<file path="src/rtl/dense_layer_seq_pkg.sv">
`default_nettype none
// ============================================================================
//  Module      : nn_parameters (package)
//  Description : Shared constants, FSM state type and the output saturation
//                helper for the time-multiplexed dense layer.
//  Contents    : DENSE_IN_SIZE / DENSE_OUT_SIZE  per-layer default sizes
//                state_t                         layer FSM states
//                saturate()                      clamp to a signed width
//  Revision    : 1.0  initial release
// ============================================================================
package nn_parameters;

    localparam int DENSE_IN_SIZE  = 16;
    localparam int DENSE_OUT_SIZE = 8;

    // Widest value the saturation helper can take; accumulator widths of the
    // supported layer shapes stay well below this.
    localparam int SAT_MAX_W = 64;

    typedef enum logic [1:0] {
        ST_IDLE = 2'd0,
        ST_MAC  = 2'd1,
        ST_DONE = 2'd2
    } state_t;

    // Clamp a signed value to the range of an out_w-bit signed number. The
    // caller truncates the returned value to out_w bits.
    function automatic logic signed [SAT_MAX_W-1:0] saturate(
        input logic signed [SAT_MAX_W-1:0] value,
        input int                          out_w
    );
        logic signed [SAT_MAX_W-1:0] hi;
        logic signed [SAT_MAX_W-1:0] lo;
        hi = (64'sd1 <<< (out_w - 1)) - 64'sd1;
        lo = -(64'sd1 <<< (out_w - 1));
        if (value > hi) begin
            saturate = hi;
        end else if (value < lo) begin
            saturate = lo;
        end else begin
            saturate = value;
        end
    endfunction

endpackage
`default_nettype wire

</file>
<file path="src/rtl/dense_layer_seq_if.sv">
`default_nettype none
// ============================================================================
//  Module      : dense_layer_seq_if
//  Description : Bundle of the dense layer's stream handshakes and its
//                weight / bias memory read ports.
//  Modports    : slave  - the layer itself
//                master - the surrounding system (producer, consumer, memories)
//  Signals     : in_valid/in_ready/in_vector     input vector stream
//                out_valid/out_ready/out_vector  result vector stream
//                w_rd_addr/w_rd_data             weight memory (1-cycle read)
//                b_rd_addr/b_rd_data             bias memory (1-cycle read)
//  Revision    : 1.0  initial release
// ============================================================================
interface dense_layer_seq_if #(
    parameter int IN_SIZE  = 16,
    parameter int OUT_SIZE = 8,
    parameter int IN_W     = 8,
    parameter int W_W      = 8,
    parameter int B_W      = 16,
    parameter int OUT_W    = 24
);
    localparam int WA_W = $clog2(IN_SIZE * OUT_SIZE);
    localparam int BA_W = (OUT_SIZE > 1) ? $clog2(OUT_SIZE) : 1;

    logic                            in_valid;
    logic                            in_ready;
    logic [IN_SIZE-1:0][IN_W-1:0]    in_vector;
    logic [WA_W-1:0]                 w_rd_addr;
    logic signed [W_W-1:0]           w_rd_data;
    logic [BA_W-1:0]                 b_rd_addr;
    logic signed [B_W-1:0]           b_rd_data;
    logic                            out_valid;
    logic                            out_ready;
    logic [OUT_SIZE-1:0][OUT_W-1:0]  out_vector;

    modport slave (
        input  in_valid, in_vector, w_rd_data, b_rd_data, out_ready,
        output in_ready, w_rd_addr, b_rd_addr, out_valid, out_vector
    );

    modport master (
        output in_valid, in_vector, w_rd_data, b_rd_data, out_ready,
        input  in_ready, w_rd_addr, b_rd_addr, out_valid, out_vector
    );

endinterface
`default_nettype wire

</file>
<file path="src/rtl/dense_layer_seq_mac.sv">
`default_nettype none
// ============================================================================
//  Module      : dense_mac
//  Description : Shared multiply-accumulate datapath of the dense layer plus
//                the per-neuron result path (bias, shift, ReLU, saturation).
//  Ports       : clk, rst        clock, asynchronous active-high reset
//                clr             clear accumulator
//                en              accumulate x*w
//                last            final term of a neuron; result is valid
//                x, w, b         input element, weight, bias
//                result          finished neuron value (valid while last)
//                result_valid    write strobe for result
//  Revision    : 1.0  initial release
// ============================================================================
module dense_mac
    import nn_parameters::*;
#(
    parameter int IN_SIZE    = 16,
    parameter int IN_W       = 8,
    parameter int W_W        = 8,
    parameter int B_W        = 16,
    parameter int OUT_W      = 24,
    parameter int FRAC_SHIFT = 0,
    parameter int RELU       = 1
) (
    input  logic                    clk,
    input  logic                    rst,
    input  logic                    clr,
    input  logic                    en,
    input  logic                    last,
    input  logic signed [IN_W-1:0]  x,
    input  logic signed [W_W-1:0]   w,
    input  logic signed [B_W-1:0]   b,
    output logic signed [OUT_W-1:0] result,
    output logic                    result_valid
);
    localparam int c_prod_w = IN_W + W_W;
    localparam int c_sum_w  = c_prod_w + $clog2(IN_SIZE);
    // One guard bit above the larger of the summed products and the bias so
    // that the final bias add cannot overflow.
    localparam int c_acc_w  = ((c_sum_w > B_W) ? c_sum_w : B_W) + 1;

    logic signed [c_prod_w-1:0] w_prod;
    logic signed [c_acc_w-1:0]  w_prod_ext;
    logic signed [c_acc_w-1:0]  w_bias_ext;
    logic signed [c_acc_w-1:0]  w_sum;
    logic signed [c_acc_w-1:0]  w_shift;
    logic signed [c_acc_w-1:0]  w_act;
    logic signed [c_acc_w-1:0]  r_acc;

    assign w_prod     = c_prod_w'(x) * c_prod_w'(w);
    assign w_prod_ext = c_acc_w'(w_prod);
    assign w_bias_ext = c_acc_w'(b);

    // The last product of a neuron is folded in combinationally together
    // with the bias, so the accumulator only ever holds IN_SIZE-1 terms.
    assign w_sum   = r_acc + w_prod_ext + w_bias_ext;
    assign w_shift = w_sum >>> FRAC_SHIFT;
    assign w_act   = ((RELU != 0) && w_shift[c_acc_w-1]) ? '0 : w_shift;

    assign result       = OUT_W'(saturate(64'(w_act), OUT_W));
    assign result_valid = last;

    always_ff @(posedge clk or posedge rst) begin
        if (rst) begin
            r_acc <= '0;
        end else if (clr) begin
            r_acc <= '0;
        end else if (en) begin
            r_acc <= r_acc + w_prod_ext;
        end
    end

endmodule
`default_nettype wire

</file>
<file path="src/rtl/dense_layer_seq.sv">
`default_nettype none
// ============================================================================
//  Module      : dense_layer_seq
//  Description : Time-multiplexed fully-connected layer. A captured input
//                vector is multiplied against OUT_SIZE weight rows, one
//                neuron at a time, through a single shared MAC.
//  Ports       : clk, rst   clock, asynchronous active-high reset
//                bus        dense_layer_seq_if.slave (vector streams and
//                           weight/bias memory read ports)
//  Timing      : each neuron takes IN_SIZE+1 cycles; out_valid rises
//                OUT_SIZE*(IN_SIZE+1)+1 cycles after the input handshake.
//  Revision    : 1.0  initial release
// ============================================================================
module dense_layer_seq
    import nn_parameters::*;
#(
    parameter int IN_SIZE    = DENSE_IN_SIZE,
    parameter int OUT_SIZE   = DENSE_OUT_SIZE,
    parameter int IN_W       = 8,
    parameter int W_W        = 8,
    parameter int B_W        = 16,
    parameter int OUT_W      = 24,
    parameter int FRAC_SHIFT = 0,
    parameter int RELU       = 1
) (
    input  logic             clk,
    input  logic             rst,
    dense_layer_seq_if.slave bus
);
    localparam int c_k_w  = $clog2(IN_SIZE + 1);
    localparam int c_x_w  = $clog2(IN_SIZE);
    localparam int c_o_w  = (OUT_SIZE > 1) ? $clog2(OUT_SIZE) : 1;
    localparam int c_wa_w = $clog2(IN_SIZE * OUT_SIZE);

    state_t                         r_state;
    state_t                         w_state_next;
    logic                           r_alive;
    logic [c_k_w-1:0]               r_k;
    logic [c_o_w-1:0]               r_o;
    logic [c_wa_w-1:0]              r_waddr;
    logic [IN_SIZE-1:0][IN_W-1:0]   r_x;
    logic [OUT_SIZE-1:0][OUT_W-1:0] r_out;

    logic                           w_k_last;
    logic                           w_o_last;
    logic                           w_in_fire;
    logic                           w_out_fire;
    logic                           w_clr;
    logic                           w_en;
    logic                           w_last;
    logic [c_x_w-1:0]               w_xsel;
    logic signed [OUT_W-1:0]        w_result;
    logic                           w_result_valid;

    assign w_k_last   = (r_k == c_k_w'(IN_SIZE));
    assign w_o_last   = (r_o == c_o_w'(OUT_SIZE - 1));
    assign w_in_fire  = bus.in_valid && bus.in_ready;
    assign w_out_fire = bus.out_valid && bus.out_ready;
    assign bus.out_vector = r_out;

    // Weight data lags its address by one cycle, so step k multiplies the
    // element addressed on step k-1.
    always_comb begin
        w_xsel = '0;
        if (r_k != '0) begin
            w_xsel = c_x_w'(r_k - c_k_w'(1));
        end
    end

    // ---------------------------------------------------------------- FSM
    always_ff @(posedge clk or posedge rst) begin
        if (rst) begin
            r_state <= ST_IDLE;
        end else begin
            r_state <= w_state_next;
        end
    end

    always_comb begin
        w_state_next = r_state;
        case (r_state)
            ST_IDLE: if (w_in_fire)            w_state_next = ST_MAC;
            ST_MAC:  if (w_k_last && w_o_last) w_state_next = ST_DONE;
            ST_DONE: if (w_out_fire)           w_state_next = ST_IDLE;
            default:                           w_state_next = ST_IDLE;
        endcase
    end

    always_comb begin
        bus.in_ready  = 1'b0;
        bus.out_valid = 1'b0;
        bus.w_rd_addr = '0;
        bus.b_rd_addr = '0;
        w_clr         = 1'b0;
        w_en          = 1'b0;
        w_last        = 1'b0;
        case (r_state)
            // r_alive keeps in_ready low while reset is asserted.
            ST_IDLE: bus.in_ready = r_alive;
            ST_MAC: begin
                bus.b_rd_addr = r_o;
                if (!w_k_last) begin
                    bus.w_rd_addr = r_waddr;
                end
                w_clr  = (r_k == '0);
                w_en   = (r_k != '0) && !w_k_last;
                w_last = w_k_last;
            end
            ST_DONE: bus.out_valid = 1'b1;
            default: ;
        endcase
    end

    // ------------------------------------------------ counters and storage
    always_ff @(posedge clk or posedge rst) begin
        if (rst) begin
            r_alive <= 1'b0;
        end else begin
            r_alive <= 1'b1;
        end
    end

    // r_waddr runs continuously across neuron boundaries, which yields
    // o*IN_SIZE+k without a multiplier.
    always_ff @(posedge clk or posedge rst) begin
        if (rst) begin
            r_k     <= '0;
            r_o     <= '0;
            r_waddr <= '0;
            r_x     <= '0;
            r_out   <= '0;
        end else if (w_in_fire) begin
            r_x     <= bus.in_vector;
            r_k     <= '0;
            r_o     <= '0;
            r_waddr <= '0;
        end else if (r_state == ST_MAC) begin
            if (w_result_valid) begin
                r_out[r_o] <= w_result;
            end
            if (w_k_last) begin
                r_k <= '0;
                r_o <= r_o + c_o_w'(1);
            end else begin
                r_k     <= r_k + c_k_w'(1);
                r_waddr <= r_waddr + c_wa_w'(1);
            end
        end
    end

    dense_mac #(
        .IN_SIZE    (IN_SIZE),
        .IN_W       (IN_W),
        .W_W        (W_W),
        .B_W        (B_W),
        .OUT_W      (OUT_W),
        .FRAC_SHIFT (FRAC_SHIFT),
        .RELU       (RELU)
    ) u_mac (
        .clk          (clk),
        .rst          (rst),
        .clr          (w_clr),
        .en           (w_en),
        .last         (w_last),
        .x            (r_x[w_xsel]),
        .w            (bus.w_rd_data),
        .b            (bus.b_rd_data),
        .result       (w_result),
        .result_valid (w_result_valid)
    );

endmodule
`default_nettype wire

</file>
<file path="src/flat_wrapper.sv">
// flat-port wrapper written by rule: the top's interface ports become plain ports
module dense_layer_seq_flat import nn_parameters::*;
#(
    parameter int IN_SIZE    = DENSE_IN_SIZE,
    parameter int OUT_SIZE   = DENSE_OUT_SIZE,
    parameter int IN_W       = 8,
    parameter int W_W        = 8,
    parameter int B_W        = 16,
    parameter int OUT_W      = 24,
    parameter int FRAC_SHIFT = 0,
    parameter int RELU       = 1
)
  (clk, rst, bus_in_valid, bus_in_vector, bus_w_rd_data, bus_b_rd_data, bus_out_ready, bus_in_ready, bus_w_rd_addr, bus_b_rd_addr, bus_out_valid, bus_out_vector);
  dense_layer_seq_if #(.IN_SIZE(IN_SIZE), .OUT_SIZE(OUT_SIZE), .IN_W(IN_W), .W_W(W_W), .B_W(B_W), .OUT_W(OUT_W)) bus_i ();
  input  logic clk;
  input  logic rst;
  input wire logic [$bits(bus_i.in_valid)-1:0] bus_in_valid;
  input wire logic [$bits(bus_i.in_vector)-1:0] bus_in_vector;
  input wire logic [$bits(bus_i.w_rd_data)-1:0] bus_w_rd_data;
  input wire logic [$bits(bus_i.b_rd_data)-1:0] bus_b_rd_data;
  input wire logic [$bits(bus_i.out_ready)-1:0] bus_out_ready;
  output wire logic [$bits(bus_i.in_ready)-1:0] bus_in_ready;
  output wire logic [$bits(bus_i.w_rd_addr)-1:0] bus_w_rd_addr;
  output wire logic [$bits(bus_i.b_rd_addr)-1:0] bus_b_rd_addr;
  output wire logic [$bits(bus_i.out_valid)-1:0] bus_out_valid;
  output wire logic [$bits(bus_i.out_vector)-1:0] bus_out_vector;
  assign bus_i.in_valid = bus_in_valid;
  assign bus_i.in_vector = bus_in_vector;
  assign bus_i.w_rd_data = bus_w_rd_data;
  assign bus_i.b_rd_data = bus_b_rd_data;
  assign bus_i.out_ready = bus_out_ready;
  assign bus_in_ready = bus_i.in_ready;
  assign bus_w_rd_addr = bus_i.w_rd_addr;
  assign bus_b_rd_addr = bus_i.b_rd_addr;
  assign bus_out_valid = bus_i.out_valid;
  assign bus_out_vector = bus_i.out_vector;
  dense_layer_seq #(.IN_SIZE(IN_SIZE), .OUT_SIZE(OUT_SIZE), .IN_W(IN_W), .W_W(W_W), .B_W(B_W), .OUT_W(OUT_W), .FRAC_SHIFT(FRAC_SHIFT), .RELU(RELU)) u_core (.clk(clk), .rst(rst), .bus(bus_i));
endmodule
</file>
<file path="config.mk">
export PLATFORM = sky130hd
export DESIGN_NAME = dense_layer_seq_flat
export DESIGN_NICKNAME = d
export VERILOG_FILES = /design/src/rtl/dense_layer_seq_pkg.sv /design/src/rtl/dense_layer_seq_if.sv /design/src/rtl/dense_layer_seq_mac.sv /design/src/rtl/dense_layer_seq.sv /design/src/flat_wrapper.sv
export SDC_FILE = /design/constraint.sdc
export NUM_CORES = 1
export LEC_CHECK = 0
export ABC_CLOCK_PERIOD_IN_PS = 37000
export CAP_MARGIN = 10
export CORE_MARGIN = 3
export CORE_UTILIZATION = 58
export DETAILED_ROUTE_END_ITERATION = 8
export GPL_TIMING_DRIVEN = 0
export HOLD_SLACK_MARGIN = 0.06
export PLACE_DENSITY = 0.87
export SYNTH_ARGS = -nofsm -noshare
export SYNTH_HDL_FRONTEND = slang
export SYNTH_HIERARCHICAL = 1
export SYNTH_SLANG_ARGS = --single-unit
</file>
<file path="constraint.sdc">
create_clock -name clk -period 37 [get_ports clk]
set_input_delay 11.1 -clock clk [delete_from_list [all_inputs] [get_ports clk]]
set_output_delay 11.1 -clock clk [all_outputs]
set_load 0.02 [all_outputs]
</file>
Word-level counts from Yosys, hierarchy flattened:

Index checks and enable logic that the tools add are counted.

* output and inout bits: 204
* logic and storage cells: 99
* flip-flop bits (word level): 359

* equality and inequality tests: 8
* bitwise gates (word level): 1
* mux-type cells: 32
* reductions and logical operators: 16
* $mul: 1
* add/subtract/negate cells: 6
* $lt $le $gt $ge: 5

Operators with widths (number)
* 192-bit bitwise mux: 1
* 24-bit demux with 3-bit select: 1
* 24-bit two-way mux: 3
* 21-bit by 16-bit adder with 21-bit output: 2
* 21-bit two-way mux: 2
* 7-bit two-way mux: 5
* 8-bit binary-select mux with 4-bit select: 1
* 21-bit by 24-bit less-than comparator with 1-bit output (second input constant): 1
* 20-bit by 23-bit greater-than comparator with 1-bit output (second input constant): 1
* 20-bit two-way mux: 1
* 8-bit by 8-bit multiplier with 16-bit output: 1
* 5-bit two-way mux: 3
* 3-bit two-way mux: 4
* 8-bit two-way mux: 1
* 7-bit by 1-bit adder with 7-bit output (second input constant): 1
* 2-bit two-way mux: 3
* 2-bit by 1-bit inequality test with 1-bit output (second input constant): 3
* 2-bit case mux with 3 select lines: 1
* 3-bit AND reduction: 2
* 2-bit nonzero test: 3
* 5-bit by 1-bit adder with 5-bit output (second input constant): 1
* 5-bit equality test (second input constant): 1
* 1-bit logical AND: 5
* 5-bit zero test: 1
* other kinds (16): 21

Logic depth before layout (Yosys ltp):

Gate-level depths: netlist of run 1.

* depth after elaboration: 12
* gate-level depth with buffers: 39

Modules after synthesis:

Netlist of run 1, hierarchy kept.

By module, submodules not included
* dense_layer_seq: times used 1, cells each 1284, sequential area each 8458.1 µm², area each 14532.7 µm²
* dense_mac: times used 1, cells each 592, sequential area each 525.5 µm², area each 5535.3 µm²

Worst setup path after synthesis of run 1:

Ideal clock, no wire load.

* path kind: input-to-reg
* start: input port bus_w_rd_data[0]
* end: register u_core.r_out, in the netlist u_core/bus.out_vector[124]
* stages: 26
* arrival time: 17.387 ns
* setup slack: 19.548 ns
* library setup time: 0.066 ns
* buffers on the path: 1
* cell sequence: and2_1 > inv_1 > fa_1 > inv_1 > fa_1 > fa_1 > fa_1 > fa_1 > ha_1 > inv_1 > o21bai_1 > a21oi_1 > o21bai_1 > a21oi_1 > xnor2_1 > ha_1 > nand3_1 > o211ai_1 > and4_1 > o21ai_1 > a21boi_1 > o22ai_1 > xor2_1 > buf_6 > a211oi_2 > mux2_2

* word-level cells in the longest chain between the ends: 8

RTL lines
* start: declaration: line flat_wrapper.sv:19 `input wire logic [$bits(bus_i.w_rd_data)-1:0] bus_w_rd_data;`
* 8-bit by 8-bit multiplier with 16-bit output *: line dense_layer_seq_mac.sv:51 `assign w_prod = c_prod_w'(x) * c_prod_w'(w);`
* 21-bit by 16-bit adder with 21-bit output * (2 in a row): line dense_layer_seq_mac.sv:57 `assign w_sum = r_acc + w_prod_ext + w_bias_ext;`
* 20-bit two-way mux *: line dense_layer_seq_mac.sv:59 `assign w_act = ((RELU != 0) && w_shift[c_acc_w-1]) ? '0 : w_shift;`
* 21-bit by 24-bit less-than comparator with 1-bit output: line dense_layer_seq_pkg.sv:38 `end else if (value < lo) begin`
* 24-bit two-way mux: line dense_layer_seq_pkg.sv:38
* 24-bit two-way mux *: line dense_layer_seq_pkg.sv:36 `if (value > hi) begin`
* named net u_core.w_result[4]: line dense_layer_seq.sv:52 `logic signed [OUT_W-1:0] w_result;`
* 192-bit bitwise mux *: line dense_layer_seq.sv:139 `r_out[r_o] <= w_result;`
* end signal: indexed assignment: line dense_layer_seq.sv:139
* end: declaration: line dense_layer_seq.sv:42 `logic [OUT_SIZE-1:0][OUT_W-1:0] r_out;`

The timed path passes the listed nets; every way through them passes the cells marked *.
A chain may end at the register's enable or synchronous reset.

Worst setup path after layout of run 1:

* start: input port bus_w_rd_data[0]
* end: register u_core.r_out, in the netlist u_core/bus.out_vector[138]

Same word-level chain as after synthesis.

==> impl_metrics.json, run 1 <==
{
  "finalCriticalPeriod_ns": 19.18,
  "setup_violations": 0,
  "drt_wl_total_mm": 62.50,
  "grt_pass1_wl_mm": 96.59,
  "drt_iter0_drc": 1406,
  "grt-ovfl-total": 0,
  "maxSlewViolCount": 0,
  "cp-startpoint": "bus_w_rd_data[0]",
  "maxCapViolCount": 0,
  "endpoint_kind": "flip-flop",
  "hold_path_startpoint": "u_core/r_x[71]$_DFFE_PP0P_",
  "holdPathStages": 2,
  "yosysWarnings": 6,
  "synth_top_cells_by_area": "dfrtp_1 45%, mux2_2 12%, fa_1 9.3%",
  "slew_headroom_pct": 15.40,
  "die_w_um": 192.0,
  "cts_buffer_depth": 3,
  "clk_pin_slew_worst_paths_ns": 0.06,
  "synth_top_area_share_pct": 44.77,
  "finalClockSkew_ns": 0.02823,
  "syn_to_final_growth_pct": 27.56,
  "hold_buffers": 0,
  "grt_usage_pct": 34.24,
  "drive_gt1_share_pct": 15.60,
  "synth_edf_count": 0,
  "numPortBuffers": 359,
  "worst-path-max-fanout": 14,
  "hp-class": "flip-flop to flip-flop",
  "clock_latency_ns": 0.56,
  "synth.cell_area_um2": 20070,
  "core_area_um2": 33780,
  "r2r_slack_ns": 24.70,
  "ys.flop_type": "dfrtp_1",
  "fmax_mhz": 52.14,
  "ios": 360,
  "numClockSinks": 359,
  "rsz0062_at_grt": "no",
  "remaining_drc_errors": 0,
  "rr_endpoint": "u_core/bus.out_vector[138]$_DFFE_PP0P_",
  "yosys_register_bits": 359,
  "grt_pass1_vias": 17330,
  "synth_cell_types": 77,
  "dr.pass1.iters": 6,
  "ys_seq_area_share_pct": 44.77,
  "r2r_cells": 35,
  "avgSynthCellArea_um2": 10.70,
  "initial_core_util_pct": 59.40,
  "die_y_um": 192.0,
  "ys_async_sr_fraction_pct": 100.0,
  "synth_top_area_cell": "dfrtp_1",
  "period_share_pct": 51.84,
  "synth_common_cells": "465 x nand2_1, 359 x dfrtp_1, 206 x mux2_2",
  "place_area_um2": 24300,
  "dieArea_um2": 36870,
  "status": "finished, final reports clean",
  "grt_max_degree": 136,
  "wl_per_cell_um": 22.61,
  "post-dp-hpwl_mm": 44.79,
  "ant_nets": 0,
  "hold_viol_final": 0,
  "synthCells": 1876,
  "crit_arrival_ns": 19.65,
  "cts_tree": "done",
  "vias_per_cell": 5.744,
  "fillCellCount": 2078,
  "gpl.final_weighted_congestion": 0.9254,
  "required_ns": 37.47,
  "final_area_um2": 25600,
  "timing.rr.start": "u_core/r_k[0]$_DFFE_PP0P_",
  "tns_ns": 0,
  "start_kind": "input port",
  "fp-row-count": 67,
  "htree_levels": 2,
  "post-cts-setup-buffers": 0,
  "crit_type": "input port to flip-flop",
  "holdPathEnd": "u_core/r_x[71]$_DFFE_PP0P_",
  "tightest_slew_ns": 1.265,
  "nets": 2607,
  "cts_made_buffers": 39,
  "synth_most_common_cell": "nand2_1",
  "regArea_um2": 8984,
  "root_buffer": "clkbuf_16",
  "antenna_found_initial": 3,
  "cts_resized": 0,
  "multi_input_area_um2": 10240,
  "vias": 15880
}
==> metrics by stage <==
stage                     std cells  hold WS (ns)  util [%]  setup slack, ns
after floorplan                1879        0.4376         -            16.53
after global placement         2686        0.4530     71.73            12.88
after detailed placement       2688        0.4580     71.92            17.45
after CTS                      2759        0.4727     75.70            17.85
after global routing           2763        0.5005     75.76            17.39
final                          2764        0.4688     75.77            17.82
==> metal layers <==
layer  part of all wire (%)  track usage (%)  wire (um)
met1                     37            40.56      23010
met5                  0.051                0         32
met2                     48            57.42      30190
met4                    4.0            12.92       2527
met3                     11            12.41       6733
==> critical path: stages <==
cell and delay (ns):
clkdlybuf4s50_1 0.66, and2_1 0.79, inv_1 0.14, fa_1 0.52, inv_1 0.06, fa_1 0.48
fa_1 0.60, fa_1 0.46, fa_1 0.46, ha_1 0.34, inv_1 0.07, o21bai_1 0.09
a21oi_1 0.24, o21bai_1 0.10, a21oi_1 0.17, xnor2_1 0.12, ha_1 0.41, nand3_1 0.15
o211ai_1 0.23, and4_1 0.22, o21ai_1 0.08, a21boi_1 0.32, o22ai_1 0.17, xor2_1 0.19
buf_6 0.17, a21oi_1 0.94, mux2_2 0.35
==> cell type report <==
type | count | area share, %
Antenna cell | 2 | 0.01955
Buffer | 89 | 1.818
Clock buffer | 55 | 4.477
Clock inverter | 16 | 0.5230
Inverter | 104 | 1.554
Multi-Input combinational cell | 1327 | 40.00
Sequential cell | 359 | 35.09
Tap cell | 448 | 2.190
Timing Repair Buffer | 364 | 14.32
==> registers in the layout (all words and copies together) (netlist names) <==
name and cells:
u_core/r_o 3, u_core/r_x 128, u_core/r_state 2, u_core/r_waddr 7, u_core/bus.out_vector 192, u_core/u_mac/r_acc 21
u_core/r_alive 1, u_core/r_k 5
==> worst max-delay path by stage <==
stage / endpoint
finish: u_core/bus.out_vector[138]$_DFFE_PP0P_
global route: u_core/bus.out_vector[138]$_DFFE_PP0P_
CTS: u_core/bus.out_vector[138]$_DFFE_PP0P_
detailed placement: u_core/bus.out_vector[186]$_DFFE_PP0P_
global placement: u_core/r_x[81]$_DFFE_PP0P_
floorplan: u_core/bus.out_vector[0]$_DFFE_PP0P_
==> placed cells by master, fill, tap and decap left out, types with 6 or more instances in the layout <==
master           instances
nand2_1                465
clkdlybuf4s50_1        359
dfrtp_1                359
mux2_2                 206
inv_1                  102
fa_1                    93
nor2_1                  76
ha_1                    74
and2_1                  44
clkbuf_16               39
buf_2                   39
mux2i_1                 38
clkbuf_1                33
nand2b_1                29
xnor2_1                 26
a21oi_1                 25
o21ai_0                 21
nand3_1                 19
nor3_1                  19
xor2_1                  16
o211ai_1                12
clkbuf_8                11
nor3b_1                  9
a21boi_0                 9
and3_1                   9
o32ai_1                  9
clkinv_2                 8
a221oi_1                 8
buf_4                    8
buf_1                    7
buf_6                    7
a2111oi_0                7
o21ai_1                  7
o2111ai_1                7
a21o_1                   7
a222oi_1                 6
o21a_1                   6
==> cell families (layout without fill, tap and decap cells) <==
logic type                 count (synthesis)  in the layout  synth area share (%)
and+or+nand+nor                          706            706                 15.57
DFF                                      359            359                 44.77
muxes                                    244            244                 13.45
buffers and inverters                    193            628                 4.265
adders and majority gates                167            167                 13.89
AOI/OAI and AO/OA                        162            162                 6.073
xor gates and xnor gates                  43             43                 1.945
other                                      2              7               0.03742
Power of run 1 is not shown: default switching activity piles up to over one toggle a cycle in this logic, so the estimate is an artifact.
==> run 2: changes to the inputs <==
--- a/config.mk
+++ b/config.mk
@@ -5,14 +5,14 @@
 export SDC_FILE = /design/constraint.sdc
 export NUM_CORES = 1
 export LEC_CHECK = 0
-export ABC_CLOCK_PERIOD_IN_PS = 37000
+export ABC_CLOCK_PERIOD_IN_PS = 19000
 export CAP_MARGIN = 10
 export CORE_MARGIN = 3
-export CORE_UTILIZATION = 58
+export CORE_UTILIZATION = 54
 export DETAILED_ROUTE_END_ITERATION = 8
 export GPL_TIMING_DRIVEN = 0
 export HOLD_SLACK_MARGIN = 0.06
-export PLACE_DENSITY = 0.87
+export PLACE_DENSITY = 0.82
 export SYNTH_ARGS = -nofsm -noshare
 export SYNTH_HDL_FRONTEND = slang
 export SYNTH_HIERARCHICAL = 1
==> constraint.sdc (replaced) <==
create_clock -name clk -period 19 [get_ports clk]
set_input_delay 5.7 -clock clk [delete_from_list [all_inputs] [get_ports clk]]
set_output_delay 5.7 -clock clk [all_outputs]
set_load 0.02 [all_outputs]
==> impl_metrics.json, run 2 (same netlist as run 1, synthesis figures left out) <==
{
  "status": "finished, final reports clean",
  "fin_util_pct": 70.77,
  "gpl.final_weighted_congestion": 0.9183,
  "numPortBuffers": 359,
  "layout_commonest_cell": "nand2_1",
  "setup_violations": 0,
  "crit_arrival_ns": 14.06,
  "crit_type": "input port to flip-flop",
  "finalClockSkew_ns": 0.03308,
  "maxCapViolCount": 0,
  "hold_buffers": 0,
  "grt-ovfl-total": 0,
  "root_buffer": "clkbuf_16",
  "largest_reg_flops": 192,
  "finalCriticalPeriod_ns": 13.56,
  "tns_ns": 0,
  "ant_nets": 0,
  "fp-row-count": 69,
  "dr.pass1.iters": 6,
  "hold_viol_final": 0,
  "core_area_um2": 36090,
  "numClockSinks": 359,
  "start_kind": "input port",
  "worst-path-max-fanout": 14,
  "whs_ns": 0.4717,
  "grt_pass1_wl_mm": 94.27,
  "cts_tree": "done",
  "clock_latency_ns": 0.57,
  "slew_headroom_pct": 11.91,
  "cts_made_buffers": 39,
  "rsz0062_at_grt": "no",
  "post-dp-hpwl_mm": 45.42,
  "wl_per_cell_um": 21.86,
  "antenna_found_initial": 3,
  "fillCellCount": 2556,
  "maxSlewViolCount": 0,
  "drt_iter0_drc": 1228,
  "vias_per_cell": 5.587,
  "cts_resized": 0,
  "die_y_um": 198.8,
  "remaining_drc_errors": 0,
  "grt_pass1_vias": 16400,
  "initial_core_util_pct": 55.61,
  "grt_max_degree": 132,
  "drt_wl_total_mm": 60.51,
  "endpoint_kind": "flip-flop",
  "grt_usage_pct": 30.98,
  "tightest_slew_ns": 1.317,
  "dieArea_um2": 39510,
  "post-cts-setup-buffers": 0,
  "cts_buffer_depth": 3,
  "die_w_um": 198.8,
  "fmax_mhz": 73.74,
  "vias": 15470,
  "drive_gt1_share_pct": 15.26,
  "required_ns": 19.49,
  "clk_pin_slew_worst_paths_ns": 0.06,
  "htree_levels": 2,
  "syn_to_final_growth_pct": 27.26,
  "final_cell_mix": "465 x nand2_1, 359 x clkdlybuf4s50_1, 359 x dfrtp_1, 206 x mux2_2, 102 x inv_1",
  "period_share_pct": 71.37,
  "nets": 2606,
  "hp-class": "flip-flop to flip-flop",
  "ios": 360
}
==> run 2: routing by layer <==
layer | global-route usage [%] | share of wire, %
met3 | 10.91 | 10
met1 | 38.66 | 39
met4 | 7.887 | 2.3
met2 | 51.95 | 48
met5 | 0 | 0.068
==> run 2: per-stage QoR <==
step	cells	worst slack, ns	area (um2)
global placement	2699	0.2165	24250
detailed placement	2701	4.917	24310
floorplan	1879	3.933	20080
finish	2768	5.439	25540
CTS	2765	5.430	25520
global route	2767	4.839	25540
==> run 2: worst max-delay path: stages <==
cell and delay [ns]:
clkdlybuf4s50_1 0.66, and2_1 0.79, inv_1 0.14, fa_1 0.51
inv_1 0.05, fa_1 0.49, fa_1 0.61, fa_1 0.46
fa_1 0.46, ha_1 0.35, inv_1 0.07, o21bai_1 0.09
a21oi_1 0.24, o21bai_1 0.09, a21oi_1 0.18, xnor2_1 0.14
ha_1 0.42, nand3_1 0.16, o211ai_1 0.23, and4_1 0.21
o21ai_1 0.08, a21boi_1 0.29, o22ai_1 0.13, xor2_1 0.18
buf_6 0.17, a21oi_1 0.81, mux2_2 0.34
==> run 2: worst paths after layout <==
kind                                             from                                      to  slack (ns)  depth (start not counted)
max reg2reg                 u_core/r_k[0]$_DFFE_PP0P_   u_core/bus.out_vector[42]$_DFFE_PP0P_        6.98                         35
min reg2reg                u_core/r_x[69]$_DFFE_PP0P_              u_core/r_x[69]$_DFFE_PP0P_        0.47                          2
max in group asynchronous                         rst             u_core/r_x[125]$_DFFE_PP0P_       11.66                          4
max                                  bus_w_rd_data[0]   u_core/bus.out_vector[42]$_DFFE_PP0P_        5.44                         27
min                        u_core/r_x[69]$_DFFE_PP0P_              u_core/r_x[69]$_DFFE_PP0P_        0.47                          2
min in group asynchronous                         rst  u_core/bus.out_vector[102]$_DFFE_PP0P_        5.63                          2
==> run 2: final cells by class <==
type	count	area, um2	share of cell area, %
Antenna cell	1	2.502	0.009798
Buffer	89	465.4	1.822
Clock buffer	55	1136	4.448
Clock inverter	9	73.82	0.2890
Inverter	104	397.9	1.558
Multi-Input combinational cell	1327	10240	40.09
Sequential cell	359	8984	35.18
Tap cell	461	576.8	2.258
Timing Repair Buffer	363	3664	14.34
Power of run 2 is left out for the same reason.
==> run 3: changes to the inputs <==
--- a/config.mk
+++ b/config.mk
@@ -5,14 +5,14 @@
 export SDC_FILE = /design/constraint.sdc
 export NUM_CORES = 1
 export LEC_CHECK = 0
-export ABC_CLOCK_PERIOD_IN_PS = 19000
+export ABC_CLOCK_PERIOD_IN_PS = 11210
 export CAP_MARGIN = 10
 export CORE_MARGIN = 3
-export CORE_UTILIZATION = 54
+export CORE_UTILIZATION = 49
 export DETAILED_ROUTE_END_ITERATION = 8
 export GPL_TIMING_DRIVEN = 0
 export HOLD_SLACK_MARGIN = 0.06
-export PLACE_DENSITY = 0.82
+export PLACE_DENSITY = 0.78
 export SYNTH_ARGS = -nofsm -noshare
 export SYNTH_HDL_FRONTEND = slang
 export SYNTH_HIERARCHICAL = 1
==> constraint.sdc (replaced) <==
create_clock -name clk -period 11.21 [get_ports clk]
set_input_delay 3.363 -clock clk [delete_from_list [all_inputs] [get_ports clk]]
set_output_delay 3.363 -clock clk [all_outputs]
set_load 0.02 [all_outputs]
==> impl_metrics.json, run 3 (same netlist as run 1, synthesis figures left out) <==
{
  "status": "finished, final reports clean",
  "ios": 360,
  "maxSlewViolCount": 0,
  "die_y_um": 208.4,
  "r2r_cells": 35,
  "hold_viol_final": 0,
  "whs_ns": 0.4772,
  "endpoint_kind": "flip-flop",
  "numPortBuffers": 359,
  "slowest_delay_ns": 0.92,
  "vias_per_cell": 5.488,
  "grt_usage_pct": 28.23,
  "layout_commonest_cell": "nand2_1",
  "antenna_found_initial": 1,
  "timing.rr.start": "u_core/r_k[0]$_DFFE_PP0P_",
  "fp-row-count": 73,
  "gpl.final_weighted_congestion": 0.8840,
  "core_area_um2": 40100,
  "fin_ws_ns": 0.5832,
  "cts_buffer_depth": 3,
  "place_ws_ns": -0.6255,
  "maxCapViolCount": 0,
  "holdPathStages": 2,
  "crit_type": "flip-flop to flip-flop",
  "fin_util_pct": 64.92,
  "grt_max_degree": 45,
  "initial_core_util_pct": 50.05,
  "post-dp-hpwl_mm": 46.37,
  "finalCriticalPeriod_ns": 10.63,
  "cts_tree": "done",
  "final_cell_mix": "465 x nand2_1, 359 x clkdlybuf4s50_1, 359 x dfrtp_1, 206 x mux2_2, 102 x inv_1",
  "cts_made_buffers": 40,
  "tightest_slew_ns": 1.141,
  "required_ns": 11.72,
  "grt-ovfl-total": 0,
  "diodes": 0,
  "finalClockSkew_ns": 0.02607,
  "r2r_slack_ns": 0.58,
  "numClockSinks": 359,
  "die_w_um": 208.4,
  "clk_pin_slew_worst_paths_ns": 0.06,
  "grt_pass1_vias": 16850,
  "period_share_pct": 94.80,
  "tns_ns": 0,
  "hold_buffers": 0,
  "wl_per_cell_um": 21.40,
  "drt_iter0_drc": 1152,
  "drive_gt1_share_pct": 16.75,
  "largest_reg_flops": 192,
  "drt_wl_total_mm": 60.91,
  "dr.pass1.iters": 7,
  "nets": 2613,
  "hold_path_startpoint": "u_core/r_x[60]$_DFFE_PP0P_",
  "setup_violations": 0,
  "holdPathEnd": "u_core/r_x[60]$_DFFE_PP0P_",
  "rr_endpoint": "u_core/bus.out_vector[124]$_DFFE_PP0P_",
  "grt_pass1_wl_mm": 96.68,
  "start_kind": "flip-flop",
  "syn_to_final_growth_pct": 29.71,
  "htree_levels": 2,
  "vias": 15620,
  "remaining_drc_errors": 0,
  "crit_arrival_ns": 11.14,
  "worst-path-max-fanout": 10,
  "dieArea_um2": 43420,
  "slew_headroom_pct": 23.73,
  "hp-class": "flip-flop to flip-flop",
  "fmax_mhz": 94.10,
  "clock_latency_ns": 0.57,
  "root_buffer": "clkbuf_16",
  "crit_slowest_cell": "a2111oi_0",
  "ant_nets": 0,
  "critPathMostFrequentCell": "fa_1"
}
-- run 3: per-stage QoR --
step,area (um2),instances
after floorplan,20080,1879
after global placement,24330,2763
after detailed placement,24490,2771
after CTS,25940,2845
after global routing,26030,2847
final,26030,2847
-- run 3: worst max-delay path by stage --
stage / from / to / slack [ns] / cells past startpoint
final: u_core/r_k[0]$_DFFE_PP0P_ / u_core/bus.out_vector[124]$_DFFE_PP0P_ / 0.58 / 35
after floorplan: bus_w_rd_data[0] / u_core/bus.out_vector[124]$_DFFE_PP0P_ / 1.49 / 26
after detailed placement: u_core/r_k[0]$_DFFE_PP0P_ / u_core/bus.out_vector[49]$_DFFE_PP0P_ / -0.63 / 35
after global placement: u_core/r_k[0]$_DFFE_PP0P_ / u_core/bus.out_vector[90]$_DFFE_PP0P_ / -0.45 / 35
after global routing: u_core/r_k[0]$_DFFE_PP0P_ / u_core/bus.out_vector[172]$_DFFE_PP0P_ / -0.05 / 35
after CTS: u_core/r_k[0]$_DFFE_PP0P_ / u_core/bus.out_vector[43]$_DFFE_PP0P_ / -0.03 / 35
-- run 3: per-layer routing --
metal / wire (um) / global-route usage, %
met1: 24170 / 36.06
met2: 28630 / 45.56
met4: 1708 / 8.068
met3: 6388 / 10.22
met5: 13 / 0
-- run 3: final cells by class --
cell class	instances	area, um2
repair buffers	369	3764
well taps	525	656.9
flip-flops and latches	359	8984
multi-input cells	1327	10350
clock inverters	16	246.5
fillers	3043	14070
clock buffers	58	1170
inverters	104	394.1
plain buffers	89	467.9
-- run 3: repair_timing --
| action | CTS | global route |
|---|---|---|
| hold endpoints to repair | 0 | 0 |
| buffers inserted | 0 | 0 |
| setup endpoints to repair | 160 | 160 |
| resized for setup | 5 | 27 |
-- run 3: worst max-delay path: cells and delay by family, from the launching register on --
kind | cells | cell delay [ns]
buf+inv | 8 | 1.89
xor+xnor | 2 | 0.35
simple gates | 5 | 0.83
fa+ha+maj | 8 | 3.59
compound gates | 11 | 3.21
mux | 1 | 0.28
flops | 1 | 0.40
Power of run 3 is left out for the same reason.
